$ cat src/rtl/csr_rmw_ctrl.sv
// ============================================================================
// csr_rmw_ctrl : multi-cycle read-modify-write sequencer for CSRRW/S/C(I).
// Revision 1.0
// ============================================================================
`default_nettype none

module csr_rmw_ctrl #(
  parameter int XLEN    = 32,
  parameter int TIMEOUT = 16
) (
  input  logic            clk,
  input  logic            rst,
  input  logic            req_valid,
  output logic            req_ready,
  input  logic [2:0]      req_funct3,
  input  logic [11:0]     req_addr,
  input  logic [XLEN-1:0] req_rs1_val,
  input  logic [4:0]      req_zimm,
  input  logic            req_rs1_is_x0,
  input  logic            req_rd_is_x0,
  output logic            csr_rd_en,
  output logic [11:0]     csr_rd_addr,
  input  logic [XLEN-1:0] csr_rd_data,
  input  logic            csr_rd_valid,
  input  logic            csr_rd_err,
  output logic            csr_wr_en,
  output logic [11:0]     csr_wr_addr,
  output logic [XLEN-1:0] csr_wr_data,
  input  logic            csr_wr_ready,
  output logic            resp_valid,
  input  logic            resp_ready,
  output logic [XLEN-1:0] resp_rd_data,
  output logic            resp_illegal
);

  localparam int CNT_W = (TIMEOUT > 1) ? $clog2(TIMEOUT) : 1;
  localparam logic [CNT_W-1:0] CNT_LAST = CNT_W'(TIMEOUT - 1);

  localparam logic [1:0] OP_RW = 2'b01;
  localparam logic [1:0] OP_RS = 2'b10;
  localparam logic [1:0] OP_RC = 2'b11;

  typedef enum logic [1:0] {
    S_IDLE  = 2'd0,
    S_READ  = 2'd1,
    S_WRITE = 2'd2,
    S_RESP  = 2'd3
  } state_t;

  state_t            state_q, state_d;
  logic [1:0]        op_q, op_d;
  logic [11:0]       addr_q, addr_d;
  logic [XLEN-1:0]   src_q, src_d;
  logic [XLEN-1:0]   old_q, old_d;
  logic              wr_need_q, wr_need_d;
  logic              illegal_q, illegal_d;
  logic [CNT_W-1:0]  cnt_q, cnt_d;

  logic [XLEN-1:0]   w_src;
  logic              w_is_rw;
  logic              w_wr_need;
  logic              w_rd_need;
  logic              w_expired;

  assign w_src     = req_funct3[2] ? {{(XLEN-5){1'b0}}, req_zimm} : req_rs1_val;
  assign w_is_rw   = (req_funct3[1:0] == OP_RW);
  assign w_wr_need = w_is_rw || !req_rs1_is_x0;
  assign w_rd_need = !(w_is_rw && req_rd_is_x0);
  assign w_expired = (TIMEOUT != 0) && (cnt_q == CNT_LAST);

  always_ff @(posedge clk or posedge rst) begin
    if (rst) begin
      state_q   <= S_IDLE;
      op_q      <= 2'b00;
      addr_q    <= 12'h000;
      src_q     <= '0;
      old_q     <= '0;
      wr_need_q <= 1'b0;
      illegal_q <= 1'b0;
      cnt_q     <= '0;
    end else begin
      state_q   <= state_d;
      op_q      <= op_d;
      addr_q    <= addr_d;
      src_q     <= src_d;
      old_q     <= old_d;
      wr_need_q <= wr_need_d;
      illegal_q <= illegal_d;
      cnt_q     <= cnt_d;
    end
  end

  always_comb begin
    state_d   = state_q;
    op_d      = op_q;
    addr_d    = addr_q;
    src_d     = src_q;
    old_d     = old_q;
    wr_need_d = wr_need_q;
    illegal_d = illegal_q;
    cnt_d     = cnt_q;
    unique case (state_q)
      S_IDLE: begin
        if (req_valid) begin
          op_d      = req_funct3[1:0];
          addr_d    = req_addr;
          src_d     = w_src;
          wr_need_d = w_wr_need;
          old_d     = '0;
          illegal_d = 1'b0;
          cnt_d     = '0;
          // Top two address bits 11 mark a read-only CSR.
          if (req_funct3[1:0] == 2'b00 || (w_wr_need && req_addr[11:10] == 2'b11)) begin
            illegal_d = 1'b1;
            state_d   = S_RESP;
          end else if (w_rd_need) begin
            state_d = S_READ;
          end else begin
            state_d = S_WRITE;
          end
        end
      end
      S_READ: begin
        if (csr_rd_valid) begin
          cnt_d = '0;
          if (csr_rd_err) begin
            illegal_d = 1'b1;
            state_d   = S_RESP;
          end else begin
            old_d   = csr_rd_data;
            state_d = wr_need_q ? S_WRITE : S_RESP;
          end
        end else if (w_expired) begin
          illegal_d = 1'b1;
          state_d   = S_RESP;
        end else begin
          cnt_d = cnt_q + 1'b1;
        end
      end
      S_WRITE: begin
        if (csr_wr_ready) begin
          state_d = S_RESP;
        end else if (w_expired) begin
          illegal_d = 1'b1;
          old_d     = '0;
          state_d   = S_RESP;
        end else begin
          cnt_d = cnt_q + 1'b1;
        end
      end
      S_RESP: begin
        if (resp_ready) begin
          state_d = S_IDLE;
        end
      end
      default: state_d = S_IDLE;
    endcase
  end

  assign req_ready   = (state_q == S_IDLE);
  assign csr_rd_en   = (state_q == S_READ);
  assign csr_wr_en   = (state_q == S_WRITE);
  assign resp_valid  = (state_q == S_RESP);
  assign csr_rd_addr = csr_rd_en ? addr_q : 12'h000;
  assign csr_wr_addr = csr_wr_en ? addr_q : 12'h000;

  always_comb begin
    csr_wr_data = '0;
    if (csr_wr_en) begin
      case (op_q)
        OP_RS:   csr_wr_data = old_q | src_q;
        OP_RC:   csr_wr_data = old_q & ~src_q;
        default: csr_wr_data = src_q;
      endcase
    end
  end

  // old_q is forced to zero on every illegal path, so no extra masking here.
  assign resp_rd_data = resp_valid ? old_q : '0;
  assign resp_illegal = resp_valid & illegal_q;

endmodule

`default_nettype wire

$ cat config.mk
export PLATFORM = sky130hd
export DESIGN_NAME = csr_rmw_ctrl
export DESIGN_NICKNAME = d
export VERILOG_FILES = /design/src/rtl/csr_rmw_ctrl.sv
export SDC_FILE = /design/constraint.sdc
export NUM_CORES = 1
export LEC_CHECK = 0
export CORE_ASPECT_RATIO = 0.5
export CORE_MARGIN = 2
export CORE_UTILIZATION = 35
export CTS_CLUSTER_SIZE = 10
export DETAILED_ROUTE_END_ITERATION = 10
export PLACE_DENSITY_LB_ADDON = 0.15
export SYNTH_ARGS = -nofsm -noshare
export SYNTH_HDL_FRONTEND = slang
export SYNTH_SLANG_ARGS = --single-unit
$ cat constraint.sdc
create_clock -name clk -period 8.1 [get_ports clk]
set_input_delay 1.215 -clock clk [delete_from_list [all_inputs] [get_ports clk]]
set_output_delay 1.215 -clock clk [all_outputs]
set_load 0.03 [all_outputs]
Word level (Yosys, flattened, before mapping)
Cells that the tools add are included.

storage, ports and cells
  output and inout port bits = 93
  input bits = 93
  bits in registers = 86

operators by class
  add/sub/neg operators = 1
  reduce and logical (&&, ||, !) cells = 13
  equal/unequal tests = 15
  mux-type cells = 34
  bitwise logic cells = 4

operators by type and width
  operator                                                                  count
  32-bit 2-to-1 mux                                                         8
  32-bit case mux with 3 select lines                                       1
  32-bit case mux with 2 select lines                                       1
  32-bit AND                                                                1
  32-bit NOT                                                                1
  32-bit bitwise OR                                                         1
  12-bit 2-to-1 mux                                                         2
  4-bit 2-to-1 mux                                                          4
  2-bit 2-to-1 mux                                                          7
  4-bit case mux with 3 select lines                                        1
  2-bit equality test (second input constant)                               5
  1-bit 2-to-1 mux                                                          8
  2-bit case mux with 4 select lines                                        1
  2-bit by 1-bit inequality test with 1-bit output (second input constant)  3
  2-bit inequality test (second input constant)                             3
  6-bit AND reduction                                                       1
  4-bit by 1-bit adder with 4-bit output (second input constant)            1
  2-bit by 1-bit equality test with 1-bit output (second input constant)    2
  4-bit equality test (second input constant)                               1
  2-bit logical NOT                                                         2
  2-bit AND reduction                                                       2
  4-bit AND reduction                                                       1
  3-bit by 2-bit inequality test with 1-bit output (second input constant)  1
  1-bit case mux with 3 select lines                                        1
  6 further kinds                                                           8

Depth between registers and ports, before layout
Gate-level depths: netlist of the first run.

  depth after elaboration = 7
  depth in mapped cells = 7
  depth with buffers taken out = 6

Worst setup path after synthesis of the first run
OpenSTA, ideal clock, no wires.

  path type = register to output
  start = register state_q[1]
  end = output port csr_rd_addr[3]
  cell stages (with the launch flop) = 6
  buffers on the path = 2
  setup slack = 5134 ps
  arrival time = 1751 ps
  data required time = 6885 ps
  cells stage by stage = dfrtp_1 > inv_1 > ha_1 > clkbuf_1 > clkbuf_1 > and2_1

on the way
  word-level cells in the longest chain between the ends = 2

RTL lines
  what                                            line  source
  start, declared                                 50    state_t state_q, state_d;
  start signal, assigned                          82    state_q <= state_d;
  2-bit by 1-bit equality test with 1-bit output  161   assign csr_rd_en = (state_q == S_READ);
  named net csr_rd_en                             21    output logic csr_rd_en,
  12-bit 2-to-1 mux                               164   assign csr_rd_addr = csr_rd_en ? addr_q : 12'h000;
  end, declared                                   22    output logic [11:0] csr_rd_addr,

The timed path passes the listed nets, and every way through them passes these cells.

Worst setup path after layout of the first run
  start = register state_q[0]
  end = output port csr_wr_data[4]

on the way
  word-level cells in the longest chain between the ends = 2

RTL lines
  what                 line  source
  2-bit equality test  162   assign csr_wr_en = (state_q == S_WRITE);
  32-bit 2-to-1 mux    169   if (csr_wr_en) begin
  end, declared        28    output logic [XLEN-1:0] csr_wr_data,

No other way between the ends.

==> results of run 1 <==
worst min path at each step:
stage,start,cells past startpoint,endpoint,slack [ns]
2_1_floorplan,wr_need_q,1,wr_need_q,0.44
3_3_place_gp,wr_need_q,1,wr_need_q,0.48
3_5_place_dp,wr_need_q,1,wr_need_q,0.48
4_1_cts,wr_need_q,1,wr_need_q,0.49
5_1_grt,wr_need_q,1,wr_need_q,0.50
6_report,wr_need_q,1,wr_need_q,0.50
synth_stat cells:
| master | count |
|---|---|
| a31oi_1 | 1 |
| o211ai_1 | 1 |
| mux2i_1 | 37 |
| o221ai_1 | 1 |
| nand2b_1 | 29 |
| o32a_1 | 1 |
| a21oi_1 | 41 |
| and3_1 | 2 |
| buf_6 | 4 |
| o22a_1 | 1 |
| ha_1 | 6 |
| o21ai_0 | 41 |
| nand3_1 | 3 |
| o21a_1 | 1 |
| o311ai_0 | 1 |
| mux2_2 | 16 |
| and2_1 | 58 |
| inv_2 | 1 |
| nor2_1 | 65 |
| nor2b_1 | 4 |
| o22ai_1 | 1 |
| a22o_1 | 1 |
| a211oi_4 | 1 |
| buf_1 | 1 |
| a41oi_1 | 1 |
| buf_2 | 1 |
| clkbuf_1 | 28 |
| dfrtp_1 | 86 |
| nand2_1 | 102 |
| inv_1 | 38 |
| o211ai_4 | 1 |
| a21o_1 | 1 |
flip-flops by register name, summed over array words and instances, names as in the netlist:
name	cells
addr_q	12
wr_need_q	1
state_q	2
op_q	2
illegal_q	1
old_q	32
src_q	32
cnt_q	4
cell type report:
class	instances	area, um2
Multi-Input combinational cell	417	2390
Sequential cell	86	2150
Clock inverter	5	58.8
Inverter	39	148
Clock buffer	11	243
Fill cell	1304	6410
Tap cell	192	240
Timing Repair Buffer	192	1900
stage by stage:
step,instances,power [W],utilization (%),cell area (um2),hold WS [ns]
floorplan,576,0.00168,-,4850,0.441
global placement,926,0.00213,50.5,6840,0.485
detailed placement,926,0.00216,50.5,6840,0.479
CTS,942,0.00258,52.7,7140,0.494
global route,942,0.00274,52.7,7140,0.504
finish,942,0.00255,52.7,7140,0.503
per-layer routing:
layer | vias up | track usage [%] | part of all wire [%]
met2 | 94 | 32.7 | 48
li1 | 2187 | - | -
met1 | 1982 | 25.7 | 47
met4 | 0 | 4.43 | 0.89
met5 | - | 0 | 0
met3 | 12 | 3.68 | 4.0
power groups by stage:
stage | Clock [W] | Combinational [W] | Sequential, W
final | 0.000419 | 0.00138 | 0.000753
after global routing | 0.000453 | 0.00150 | 0.000783
after CTS | 0.000429 | 0.00140 | 0.000753
after detailed placement | 0 | 0.00140 | 0.000760
after global placement | 0 | 0.00138 | 0.000752
after floorplan | 0 | 0.000967 | 0.000709
cells in the final DEF, fill, tap and decap left out, types with 2 or more instances in the layout:
cell type / instances
clkinvlp_4: 2
o21ai_0: 41
mux2_2: 16
nor2_1: 65
a21oi_1: 41
clkinv_2: 2
mux2i_1: 37
clkdlybuf4s50_1: 185
nor2b_1: 4
buf_4: 7
inv_1: 37
nand2_1: 101
clkbuf_16: 9
dfrtp_1: 86
nand2b_1: 29
and2_1: 58
nand3_1: 3
ha_1: 5
and3_1: 2
logic make-up after synthesis:
logic type / Yosys count / synth area share, %
AOI/OAI and AO/OA: 95 / 11.2
adders and majority gates: 6 / 1.55
buffers and inverters: 73 / 6.30
DFF: 86 / 44.4
muxes: 53 / 11.4
and+or+nand+nor: 263 / 25.2
critical path, stage by stage (launching register included):
cell,delay [ns]
dfrtp_1,0.41
inv_1,0.11
ha_1,0.62
inv_2,0.48
nor2_1,0.22
clkdlybuf4s50_1,0.69
==> out/results.tsv, run 1 <==
metric	value	unit
fin_worst_skew	0.00672	ns
ys_warn_count	0	
postCtsSetupBuffers	0	
clk_pin_slew	0.06	ns
diodes	0	
cts_max_level	3	
status	finished clean	
dpl.hpwl	9.44	mm
grt_overflow_total	0	
worstPathArrival	2.88	ns
worst_setup_path_start_kind	flip-flop	
cts_tree	built	
clk_latency	0.34	ns
drt_iter0_markers	227	
drv_cap	0	
first_pass_iters	5	
layout_worst_path_cycle_share	50.6	%
synth.distinct_cells	32	
grt_pass1_vias	4164	
io_buffers	185	
critPathKind	flip-flop to output port	
viasPerCell	4.54	
p_int	0.00143	W
start_util	35.8	%
rows	30	
final_net_count	844	
hold_buffers	0	
ff2ff_path_depth	6	
synth_area_per_cell	8.42	um2
yosysTopAreaCell	dfrtp_1	
gp_congestion	0.775	
r2r_start	state_q[1]	
synth_seq_area_share	44.4	%
grt_pass1_wl	22.0	mm
ant_nets	0	
wl_per_cell	14.7	um
slew_headroom	27.9	%
worstSetupEndpointType	output port	
pwr_density_cell	357	nW/um2
die-height	87.2	um
setup-tns-final	0	ns
grt_usage	19.2	%
fmax	0.244	GHz
clkPwrFrac	16.5	%
synth_cells	576	
max_slew.worst_pin.slew	1.08	ns
pin_count	186	
cts_resized	0	
cts_max_path_buffers	2	
r2r_setup_slack	5.08	ns
syn_area	4850	um2
grt_max_degree	81	
hold_viol	0	
design.die.area	14900	um2
syn_to_final_growth	47.3	%
timing.rr.end	old_q[3]	
core_area	13600	um2
post-place-ws	4.31	ns
cts_root_buffer	clkbuf_16	
ys_ff_latch	86	
vias	4275	
cp.required	6.88	ns
switching_share	43.9	%
slew_viol_final	0	
routed_wl	13.9	mm
syn_nets	675	
setup_ws	4.01	ns
antenna_found_initial	0	
vdd_drop_max	0.255	mV
cts_made_buffers	9	
rsz0062_at_grt	no	
min-delay-path-class	flip-flop to flip-flop	
period_minus_slack	4.09	ns
yosysTopAreaCellShare	44.4	%
power_frac_seq	29.6	%
dieWidth	170	um
drive_gt1_share	5.87	%
drc	0	
cp-endpoint	csr_wr_data[4]	
comb_power_share	54.0	%
p_leak	3.10	nW
cts.sinks	86	
critPathLaunch	state_q[0]	
synthTopCellsByArea	dfrtp_1 44%, nand2_1 7.9%, mux2i_1 7.6%	
p_sw	0.00112	W
worstPathMaxFanout	34	
finalSetupViolCount	0	
No activity file was read; power rests on OpenSTA's default activity.
==> inputs of run 2 (changes only) <==
==> constraint.sdc (replaced) <==
create_clock -name clk -period 3.4 [get_ports clk]
set_input_delay 0.51 -clock clk [delete_from_list [all_inputs] [get_ports clk]]
set_output_delay 0.51 -clock clk [all_outputs]
set_load 0.03 [all_outputs]
==> out/results.tsv, run 2 (synthesized netlist as in run 1, its figures left out) <==
metric	value	unit
cts_made_buffers	9	
vdd_drop_max	0.512	mV
wl_per_cell	14.3	um
critPathKind	flip-flop to output port	
antenna_found_initial	0	
dieWidth	170	um
r2r_setup_slack	0.99	ns
worst_setup_path_start_kind	flip-flop	
clkPwrFrac	16.3	%
p_leak	3.13	nW
final_net_count	847	
fin_util	53.0	%
cts_max_level	3	
layout_common_cells	182 x clkdlybuf4s50_1, 101 x nand2_1, 86 x dfrtp_1	
ant_nets	0	
ff2ff_path_depth	6	
reg_top3	old_q (32), src_q (32), addr_q (12)	
rsz0062_at_grt	no	
gp_congestion	0.821	
worstPathArrival	2.34	ns
vias	4285	
r2r_start	state_q[0]	
grt_pass1_wl	21.4	mm
post-place-ws	0.874	ns
pwr_density_cell	846	nW/um2
hold_viol	0	
power_frac_seq	29.0	%
die-height	87.2	um
first_pass_iters	5	
cts.sinks	86	
clk_latency	0.34	ns
worstPathMaxFanout	34	
rows	30	
hold_buffers	0	
timing.rr.end	old_q[12]	
drt_iter0_markers	218	
status	finished clean	
postCtsSetupBuffers	0	
diodes	0	
setup_ws	0.554	ns
cts_max_path_buffers	2	
power	0.00608	W
drive_gt1_share	6.77	%
drv_cap	0	
critPathSlowestCell	clkdlybuf4s50_1	
max_slew.worst_pin.slew	0.932	ns
period_minus_slack	2.85	ns
p_sw	0.00266	W
cp_cell_sequence	inv_1, ha_1, inv_2, nor2_1, clkdlybuf4s50_1	
drc	0	
switching_share	43.7	%
setup-tns-final	0	ns
io_buffers	185	
worstHoldEndpoint	wr_need_q	
comb_power_share	54.7	%
grt_usage	18.8	%
slew_headroom	37.7	%
core_area	13600	um2
finalSetupViolCount	0	
viasPerCell	4.53	
pin_count	186	
worstSetupEndpointType	output port	
min-delay-path-class	flip-flop to flip-flop	
cts_resized	0	
design.die.area	14900	um2
final_common_cell	clkdlybuf4s50_1	
p_int	0.00342	W
clk_pin_slew	0.07	ns
layout_worst_path_cycle_share	83.7	%
routed_wl	13.5	mm
min_from	wr_need_q	
dpl.hpwl	9.55	mm
syn_to_final_growth	48.1	%
grt_max_degree	49	
cts_tree	built	
slew_viol_final	0	
fin_worst_skew	0.00542	ns
grt_overflow_total	0	
cts_root_buffer	clkbuf_16	
critPathMaxStageDelay	0.62	ns
grt_pass1_vias	4122	
start_util	35.8	%
fmax	0.351	GHz
hold_depth	1	
cp.required	2.89	ns
run 2: worst max-delay path by stage:
stage	startpoint	to	slack, ns	depth (start not counted)
4_1_cts	state_q[0]	csr_wr_data[5]	0.51	5
3_3_place_gp	req_valid	old_q[15]	0.96	6
2_1_floorplan	rst	addr_q[0]	0.67	1
3_5_place_dp	state_q[0]	csr_wr_data[5]	0.87	5
6_report	state_q[0]	csr_wr_data[5]	0.55	5
5_1_grt	state_q[0]	csr_wr_data[12]	0.38	5
run 2: metal layers:
metal | global-route usage, % | share of wire [%] | vias to the layer above
met5 | 0 | 0 | -
met4 | 4.35 | 0.81 | 0
met3 | 3.50 | 3.8 | 9
met2 | 33.2 | 49 | 95
met1 | 24.1 | 47 | 1993
li1 | - | - | 2188
run 2: per-stage QoR:
step,hold WS [ns],instance area (um2),cells
final,0.495,7180,945
after floorplan,0.441,4850,576
after global placement,0.468,6880,929
after detailed placement,0.491,6880,929
after CTS,0.506,7180,945
after global routing,0.518,7180,945
run 2: final cells by class:
type	instances	area (um2)
inverters	39	148
fillers	1297	6370
flip-flops and latches	86	2150
clock inverters	7	73.8
clock buffers	9	225
multi-input cells	417	2390
repair buffers	195	1940
well taps	192	240
run 2: critical path: cells and delay by family (launching register included):
kind,cells,cell delay (ns)
simple gates,1,0.12
fa+ha+maj,1,0.23
buf+inv,3,1.22
flops,1,0.40
run 2: power by group through the flow:
stage	combinational (W)	sequential [W]	clock [W]
floorplan	0.00230	0.00169	0
global placement	0.00334	0.00176	0
detailed placement	0.00338	0.00178	0
CTS	0.00338	0.00176	0.00101
global route	0.00365	0.00182	0.00105
finish	0.00333	0.00176	0.000989
==> inputs of run 3 (changes only) <==
==> constraint.sdc (replaced) <==
create_clock -name clk -period 2.29 [get_ports clk]
set_input_delay 0.3435 -clock clk [delete_from_list [all_inputs] [get_ports clk]]
set_output_delay 0.3435 -clock clk [all_outputs]
set_load 0.03 [all_outputs]
==> out/results.tsv, run 3 (synthesized netlist as in run 1, its figures left out) <==
metric	value	unit
status	finished clean	
antenna_found_initial	0	
worstSetupEndpointType	output port	
io_buffers	185	
pwr_density_cell	1270	nW/um2
hold_viol	0	
first_pass_iters	4	
final_net_count	853	
cts_root_buffer	clkbuf_16	
stdcell_area	7060	um2
setup-tns-final	0	ns
place_inst	935	
max_slew.worst_pin.slew	0.471	ns
pin_count	186	
routed_wl	13.6	mm
fin_cells	951	
postCtsSetupBuffers	0	
gp_congestion	0.774	
period_minus_slack	2.17	ns
worstPathArrival	1.83	ns
grt_overflow_total	0	
drive_gt1_share	14.9	%
rsz0062_at_grt	no	
cts_max_path_buffers	2	
dpl.hpwl	9.65	mm
design.die.area	14900	um2
min-delay-path-class	flip-flop to flip-flop	
cts_made_buffers	9	
start_util	35.8	%
dpl_cell_area	6800	um2
grt_pass1_vias	4163	
critPathKind	flip-flop to output port	
timing.rr.end	old_q[7]	
slew_headroom	68.6	%
fmax	0.461	GHz
post-place-ws	0.207	ns
final_common_cell	nand2_1	
r2r_setup_slack	0.31	ns
core_area	13600	um2
die-height	87.2	um
clk_pin_slew	0.07	ns
vdd_drop_max	0.827	mV
layout_common_cells	101 x nand2_1, 93 x clkdlybuf4s50_1, 86 x dfrtp_1	
viasPerCell	4.63	
drt_iter0_markers	172	
hold_buffers	0	
worst_setup_path_start_kind	flip-flop	
cts_max_level	3	
cp.required	1.95	ns
grt_max_degree	87	
cts_tree	built	
syn_to_final_growth	45.7	%
r2r_start	state_q[0]	
wl_per_cell	14.3	um
ant_nets	0	
ff2ff_path_depth	7	
reg_top3	old_q (32), src_q (32), addr_q (12)	
fillers	1334	
hold_depth	1	
globalRouteMet1Util	23.1	%
power	0.00896	W
worstPathMaxFanout	5	
use_met3	3.41	%
clk_latency	0.34	ns
critPathLaunch	state_q[1]	
layout_worst_path_cycle_share	94.8	%
fin_worst_skew	0.00824	ns
grt.busiest_layer	met2	
finalSetupViolCount	0	
dieWidth	170	um
met2_usage	33.3	%
p_leak	3.43	nW
vias	4399	
drc	0	
setup_ws	0.120	ns
diodes	0	
cts.sinks	86	
rows	30	
grt_usage	18.4	%
grt_pass1_wl	21.1	mm
cp-endpoint	req_ready	
drv_cap	0	
slew_viol_final	0	
[run 3: metrics by stage]
step	util, %	hold slack [ns]
after floorplan	-	0.441
after detailed placement	50.2	0.473
after global routing	52.1	0.494
after global placement	50.2	0.453
after CTS	52.1	0.488
final	52.1	0.489
[run 3: layout make-up]
class | count | area (um2) | area share (%)
clock buffer | 9 | 225 | 3.19
inverter | 39 | 150 | 2.13
sequential | 86 | 2150 | 30.5
tap | 192 | 240 | 3.40
multi-input combinational | 417 | 2390 | 33.9
timing repair buffer | 201 | 1830 | 25.9
clock inverter | 7 | 71.3 | 1.01
[run 3: layer usage]
metal / part of all wire [%] / vias up / wire (um)
li1: - / 2207 / -
met4: 0.98 / 0 / 133
met2: 50 / 82 / 6870
met5: 0 / - / 0
met1: 45 / 2098 / 6130
met3: 3.5 / 12 / 477
[run 3: how the worst min path moves through the flow]
stage               startpoint        end
finish               wr_need_q  wr_need_q
global route         wr_need_q  wr_need_q
CTS                  wr_need_q  wr_need_q
detailed placement   wr_need_q  wr_need_q
global placement     wr_need_q  wr_need_q
floorplan            wr_need_q  wr_need_q
[run 3: worst max-delay path: stages (launching register included)]
cell and delay [ns]:
dfrtp_1 0.41, inv_1 0.15, ha_1 0.24, clkdlybuf4s50_1 0.69
[run 3: what timing repair did]
item	in CTS	in global routing
setup endpoints to repair	32	2
hold endpoints to repair	0	0
resized for setup	32	2
[run 3: power by group]
| group | internal (W) | switching (W) |
|---|---|---|
| clock network | 0.000849 | 0.000622 |
| registers | 0.00217 | 0.000450 |
| logic | 0.00196 | 0.00291 |
| total | 0.00498 | 0.00398 |
